[src/rtl/softrc_freq_meter.sv]
// softrc_freq_meter: starts the soft RC ring oscillator, lets it settle,
// counts its rising edges over a window of clk_i cycles, stops the ring, and
// offers the count to the power-management controller on a valid/ready
// handshake.
module softrc_freq_meter #(
  parameter int CNT_W       = 16,
  parameter int WIN_W       = 16,
  parameter int SETTLE_CYC  = 8,
  parameter int SYNC_STAGES = 2
) (
  input  logic             clk_i,
  input  logic             rst_i,
  input  logic             start_i,
  input  logic             abort_i,
  input  logic [WIN_W-1:0] win_len_i,
  output logic             pd_rc_o,
  input  logic             rc_osc_i,
  output logic             busy_o,
  output logic [CNT_W-1:0] cnt_o,
  output logic             ovf_o,
  output logic             cnt_valid_o,
  input  logic             cnt_ready_i
);

  localparam int SC_W = (SETTLE_CYC > 1) ? $clog2(SETTLE_CYC) : 1;
  localparam logic [SC_W-1:0] SC_LOAD = SC_W'(SETTLE_CYC - 1);

  typedef enum logic [1:0] {
    S_IDLE,
    S_SETTLE,
    S_COUNT,
    S_DONE
  } state_t;

  state_t state_q, state_d;

  logic [SYNC_STAGES-1:0] sync_q;
  logic                   prev_q;
  logic                   rise;

  logic             pd_q, pd_d;
  logic             busy_q, busy_d;
  logic             valid_q, valid_d;
  logic             ovf_q, ovf_d;
  logic [CNT_W-1:0] cnt_q, cnt_d;
  logic [WIN_W-1:0] win_q, win_d;
  logic [SC_W-1:0]  sc_q, sc_d;
  logic [CNT_W:0]   inc_res;

  // Saturating increment: MSB of the result flags an edge lost at all-ones.
  function automatic logic [CNT_W:0] sat_inc(input logic [CNT_W-1:0] c);
    if (&c) begin
      return {1'b1, c};
    end
    return {1'b0, c + CNT_W'(1)};
  endfunction

  // Synchroniser and edge history; reset to 1 so a stopped (high) ring
  // and its first falling transition never look like a rising edge.
  always_ff @(posedge clk_i) begin
    if (rst_i) begin
      sync_q <= '1;
      prev_q <= 1'b1;
    end else begin
      sync_q <= {sync_q[SYNC_STAGES-2:0], rc_osc_i};
      prev_q <= sync_q[SYNC_STAGES-1];
    end
  end

  assign rise = sync_q[SYNC_STAGES-1] & ~prev_q;

  // Next-state and next-output logic of the measurement sequencer.
  always_comb begin
    state_d = state_q;
    pd_d    = pd_q;
    busy_d  = busy_q;
    valid_d = valid_q;
    cnt_d   = cnt_q;
    ovf_d   = ovf_q;
    win_d   = win_q;
    sc_d    = sc_q;
    inc_res = '0;

    case (state_q)
      S_IDLE: begin
        if (start_i && !abort_i) begin
          win_d   = win_len_i;
          cnt_d   = '0;
          ovf_d   = 1'b0;
          pd_d    = 1'b0;
          busy_d  = 1'b1;
          sc_d    = SC_LOAD;
          state_d = S_SETTLE;
        end
      end

      S_SETTLE: begin
        if (abort_i) begin
          pd_d    = 1'b1;
          busy_d  = 1'b0;
          valid_d = 1'b0;
          state_d = S_IDLE;
        end else if (sc_q == '0) begin
          if (win_q != '0) begin
            state_d = S_COUNT;
          end else begin
            pd_d    = 1'b1;
            valid_d = 1'b1;
            state_d = S_DONE;
          end
        end else begin
          sc_d = sc_q - SC_W'(1);
        end
      end

      S_COUNT: begin
        if (abort_i) begin
          pd_d    = 1'b1;
          busy_d  = 1'b0;
          valid_d = 1'b0;
          state_d = S_IDLE;
        end else begin
          if (rise) begin
            inc_res = sat_inc(cnt_q);
            cnt_d   = inc_res[CNT_W-1:0];
            if (inc_res[CNT_W]) begin
              ovf_d = 1'b1;
            end
          end
          win_d = win_q - WIN_W'(1);
          if (win_q == WIN_W'(1)) begin
            pd_d    = 1'b1;
            valid_d = 1'b1;
            state_d = S_DONE;
          end
        end
      end

      S_DONE: begin
        if (abort_i) begin
          pd_d    = 1'b1;
          busy_d  = 1'b0;
          valid_d = 1'b0;
          state_d = S_IDLE;
        end else if (valid_q && cnt_ready_i) begin
          busy_d  = 1'b0;
          valid_d = 1'b0;
          state_d = S_IDLE;
        end
      end

      default: begin
        pd_d    = 1'b1;
        busy_d  = 1'b0;
        valid_d = 1'b0;
        state_d = S_IDLE;
      end
    endcase
  end

  // Control and output registers; reset stops the ring immediately.
  always_ff @(posedge clk_i) begin
    if (rst_i) begin
      state_q <= S_IDLE;
      pd_q    <= 1'b1;
      busy_q  <= 1'b0;
      valid_q <= 1'b0;
      cnt_q   <= '0;
      ovf_q   <= 1'b0;
    end else begin
      state_q <= state_d;
      pd_q    <= pd_d;
      busy_q  <= busy_d;
      valid_q <= valid_d;
      cnt_q   <= cnt_d;
      ovf_q   <= ovf_d;
    end
  end

  // Window and settle counters are always loaded before they are used.
  always_ff @(posedge clk_i) begin
    win_q <= win_d;
    sc_q  <= sc_d;
  end

  assign pd_rc_o     = pd_q;
  assign busy_o      = busy_q;
  assign cnt_valid_o = valid_q;
  assign cnt_o       = cnt_q;
  assign ovf_o       = ovf_q;

endmodule

[config.mk]
export PLATFORM = sky130hd
export DESIGN_NAME = softrc_freq_meter
export DESIGN_NICKNAME = d
export VERILOG_FILES = /design/src/rtl/softrc_freq_meter.sv
export SDC_FILE = /design/constraint.sdc
export NUM_CORES = 1
export LEC_CHECK = 0
export CORE_UTILIZATION = 57
export CTS_CLUSTER_DIAMETER = 80
export DETAILED_ROUTE_END_ITERATION = 8
export DONT_BUFFER_PORTS = 1
export GPL_TIMING_DRIVEN = 1
export PLACE_DENSITY = 0.75
export SYNTH_ARGS = -nofsm -noshare
export SYNTH_HDL_FRONTEND = slang
export SYNTH_SLANG_ARGS = --single-unit
[constraint.sdc]
create_clock -name clk_i -period 2.32 [get_ports clk_i]
set_input_delay 0 -clock clk_i [delete_from_list [all_inputs] [get_ports clk_i]]
set_output_delay 0 -clock clk_i [all_outputs]
set_load 0.005 [all_outputs]
# Yosys cells after proc, flatten, opt, wreduce, memory -nomap -nowiden
# Cells that the tools add are included.
# totals
regBits	44
latchBits	0
ramBits	0
rom_bits	0
elab_cells	100
memories	0
# classes
n_addsub	3
multipliers	0
div	0
n_lt_le_gt_ge	0
n_eq_ne	17
shift	0
n_mux	49
bitwise_logic	2
n_reduce_logical	19
# ops
cell	n
$mux 17	5
$mux 16	5
$pmux 16 s2	2
$mux 1	21
$reduce_and 5->1	4
$add 16x1->16 const B	1
$eq 16x1->1 const B	1
$reduce_and 16->1	1
$reduce_bool 16->1	1
$sub 16x1->16 const B	1
$ne 3x3->1 const B	5
$mux 2	7
$ne 2x2->1 const B	6
$mux 3	3
$pmux 2 s4	1
$reduce_and 4->1	2
$pmux 1 s3	2
$pmux 3 s2	1
$reduce_and 3->1	2
$eq 2x2->1 const B	2
$ne 2x1->1 const B	2
$pmux 1 s4	1
$reduce_bool 2->1	2
$logic_not 3->1	1
other kinds (10)	11

# Longest topological paths before layout
# logic_depth
depth_word	13
ltp_mapped	8

# Worst setup path after synthesis
# No wires, ideal clock.
# synth_timing
kind	reg-to-reg
startpoint	reg win_q[0]
endpoint	reg pd_q, in the netlist pd_rc_o
arrival_ns	2.253
required_time_ns	2.200
path_slack_ns	-0.053
stages_incl_launch_ff	9
path_buffers	1
path_cell_list	edfxtp_1 > inv_1 > ha_1 > or3b_2 > clkbuf_1 > nor3_2 > a31oi_1 > or4b_1 > o31a_1
# synth_via
elab_chain_cells	3
# synth_rtl
item	line_no	source
start, declared	46	logic [WIN_W-1:0] win_q, win_d;
start signal, assigned	182	win_q <= win_d;
$eq 16x1->1 / $reduce_bool 16->1 (equally long branches)	131, 104	
$ne 3x3->1 (no source line)	-	
$reduce_and 5->1 (no source line) (*)	-	
end signal, assigned	172	pd_q <= pd_d;
end, declared	41	logic pd_q, pd_d;
# Mark *: on every way between the ends. The rest lies on a longest branch, timed or not.
# A chain may end at the register's enable or synchronous reset.

# Final worst setup path
# layout_timing
startpoint	reg win_q[1]
endpoint	reg win_q[13] (data pin)
# layout_via
elab_chain_cells	3
# layout_rtl
item	line_no	source
$sub 16x1->16	130	win_d = win_q - WIN_W'(1);
$mux 16	117	if (abort_i) begin
$pmux 16 s2	84	case (state_q)
via win_d[13]	46	
# The timed path passes the listed nets, and every way through them passes these cells. The select of a mux whose other input is x is not followed.

==> out/results.tsv <==
stage	metric	value	unit
layout	most frequent cells in the layout	nor2_1 (39), buf_4 (34), a21oi_1 (26)	
logic_synthesis	Yosys reg bits	44	
worst_setup_path	CP Capture Type	flop	
timing	RSZ-0062 raised after global routing	true	
cts	CTS tree	yes	
die	die extent in x	69.4	um
logic_synthesis	warnings from Yosys	0	
layout	Final Net Count	356	
timing	Max Slew Vio Count	0	
layout	most common cell after layout, fill and taps aside	nor2_1	
cts	Bufs on Longest Clock Path	2	
routing	vias post-DR	2266	
cts	clk sinks	44	
status	failing checks	setup timing	
layout	Core Util, Final	72.0	%
placed_design	GP Congestion	0.909	
cts	CTS buffer count	5	
global_routing	antenna violations before repair	0	
layout	layout cell share with drive strength beyond 1	20.3	%
logic_synthesis	Post-synth EDFFs	19	
timing	crit path time final	2.33	ns
worst_setup_path	Startpoint Class	flop	
die	Initial Utilization	59.4	%
power_and_ir_drop	VDD IR max	469	uV
logic_synthesis	Post-Syn Instances	279	
logic_synthesis	ys async rst share	0	%
run	max-cap violations	0	
placed_design	port bufs	0	
global_routing	largest net degree at the start of global routing	33	
logic_synthesis	sequential area share after synthesis	41.4	%
logic_synthesis	post-synth net total	311	
cts	Root Buffer	clkbuf_8	
worst_setup_path	crit path max fanout	3	
timing	final hold vios	0	
power_and_ir_drop	total power after layout	1620	uW
routing	Routed Antenna Nets	0	
routing	routed vias/inst	6.01	
timing	measured slew at the worst slew-check pin	0.515	ns
placed_design	hpwl dp	4.12	mm
worst_setup_path	WP data required	2.35	ns
logic_synthesis	top_reg_cell synth	dfxtp_1	
timing	Rel. slew slack	65.6	%
layout	Layout area overhead	21.2	%
layout	Ant. Diodes	0	
logic_synthesis	Mapped Area	2590	um2
timing	Final setup viols	2	
cts	CTS H-tree lvls	2	
global_routing	GRT Total Usage	25.9	%
routing	DRC violations left	0	
die	num ports	42	
worst_setup_path	Setup CP Type	flop to flop	
routing	Iter 0 DRT Violations	133	
cts	latest clock arrival within the worst-skew pair	0.30	ns
routing	WL/cell	15.9	um
timing	Max Fclk	429	MHz
routing	Detailed Routing Iterations Pass 1	4	
die	CORE AREA	4350	um2
logic_synthesis	Synth Area per Inst	9.27	um2
die	cell row count	24	
timing	skew final	0.0117	ns
die	Die Height	69.4	um
global_routing	vias in the first global route	2209	
worst_setup_path	CP arrival	2.37	ns
die	die area	4810	um2
global_routing	first-pass GRT wire length	10.2	mm
timing	period utilization	101	%
logic_synthesis	Synth cell types	60	
hold_path	min-delay worst type	primary input to flop	
power_and_ir_drop	Lkg Pwr	0.00114	uW
status	outcome	finished with violations	
routing	Detailed Route WL	5.98	mm
global_routing	Overflow after GRT	0	
power_and_ir_drop	Pwr Density	518	nW/um2
cts	clock input transition at the sequential cells of the worst setup and hold paths	0.07	ns
timing	final worst-path setup slack	-0.0119	ns
-- logic make-up after synthesis --
group	share of synthesized area, %
muxes	1.60
buffers and inverters	4.84
AOI/OAI and AO/OA	17.3
DFF	41.4
adders and majority gates	4.84
and+or+nand+nor	23.9
xor gates and xnor gates	6.09
-- final cells by class --
cell class,instances,area [um2]
clock inverters,1,5.00
fillers,338,1220
repair buffers,53,445
flip-flops and latches,44,1070
inverters,9,33.8
clock buffers,7,76.3
well taps,52,65.1
multi-input cells,211,1440
-- path summary, 6_finish.rpt --
path	from	end	slack, ns	depth (start not counted)
setup / recovery	win_q[1]	win_q[13]	-0.01	7
setup reg to reg	win_q[1]	win_q[13]	-0.01	7
hold / removal	abort_i	sc_q[0]	0.04	2
hold reg to reg	sync_q[0]	sync_q[1]	0.42	1
-- flip-flops by register name (all words and copies together), names as in the netlist --
signal	count
busy_o	1
cnt_o	16
cnt_valid_o	1
ovf_o	1
pd_rc_o	1
prev_q	1
sc_q	3
state_q	2
sync_q	2
win_q	16
-- Yosys cell counts (5+ instances only) --
| library cell | number | area, um2 |
|---|---|---|
| nand4_1 | 6 | 37.5 |
| o21ai_0 | 6 | 30.0 |
| a21oi_1 | 27 | 135 |
| clkbuf_1 | 9 | 33.8 |
| nand2_1 | 15 | 56.3 |
| ha_1 | 10 | 125 |
| xnor2_1 | 15 | 131 |
| nor3_1 | 6 | 30.0 |
| o31ai_1 | 5 | 37.5 |
| or4_1 | 5 | 37.5 |
| inv_1 | 9 | 33.8 |
| dfxtp_1 | 25 | 500 |
| nor4_1 | 11 | 68.8 |
| a31oi_1 | 6 | 37.5 |
| nor2_1 | 39 | 146 |
| or2_2 | 5 | 31.3 |
| edfxtp_1 | 19 | 571 |
-- power breakdown --
group          switching, uW  internal [uW]  total, uW
sequential              25.8            851        876
clock                    252            211        463
combinational            151            134        285
total                    428           1200       1620
-- layer usage --
layer  vias up  global-route usage [%]  part of all wire, %
met5         -                       0                    0
met4         0                    9.75                  1.7
met3        12                    5.96                  5.0
met2        70                    44.6                   51
met1      1064                    31.5                   43
li1       1120                       -                    -
-- worst max-delay path, cell delays in order (launching register included) --
cell and delay (ns):
edfxtp_1 0.43, buf_4 0.16, buf_4 0.13, or4_1 0.57, or3_4 0.38, nor2_1 0.14, xnor2_1 0.16, a21oi_1 0.10
-- timing repair --
item,4_1_cts,5_1_grt
pin swaps,2,4
hold endpoints to repair,34,0
buffers inserted,2,3
hold buffers,19,0
setup endpoints to repair,1,5
gates resized for setup,1,7
-- per-stage QoR --
stage	hold WS (ns)	worst slack (ns)	setup TNS, ns	instance area, um2	cells
detailed placement	0.0755	-0.00209	-0.00209	2800	345
finish	0.0425	-0.0119	-0.0154	3140	377
global placement	0.0708	0.0566	0	2800	345
CTS	0.0354	0.00126	0	3090	374
global route	0.0677	-0.0925	-0.244	3140	377
floorplan	0.104	0.0301	0	2620	279
Power figures use the tool's default switching activity.
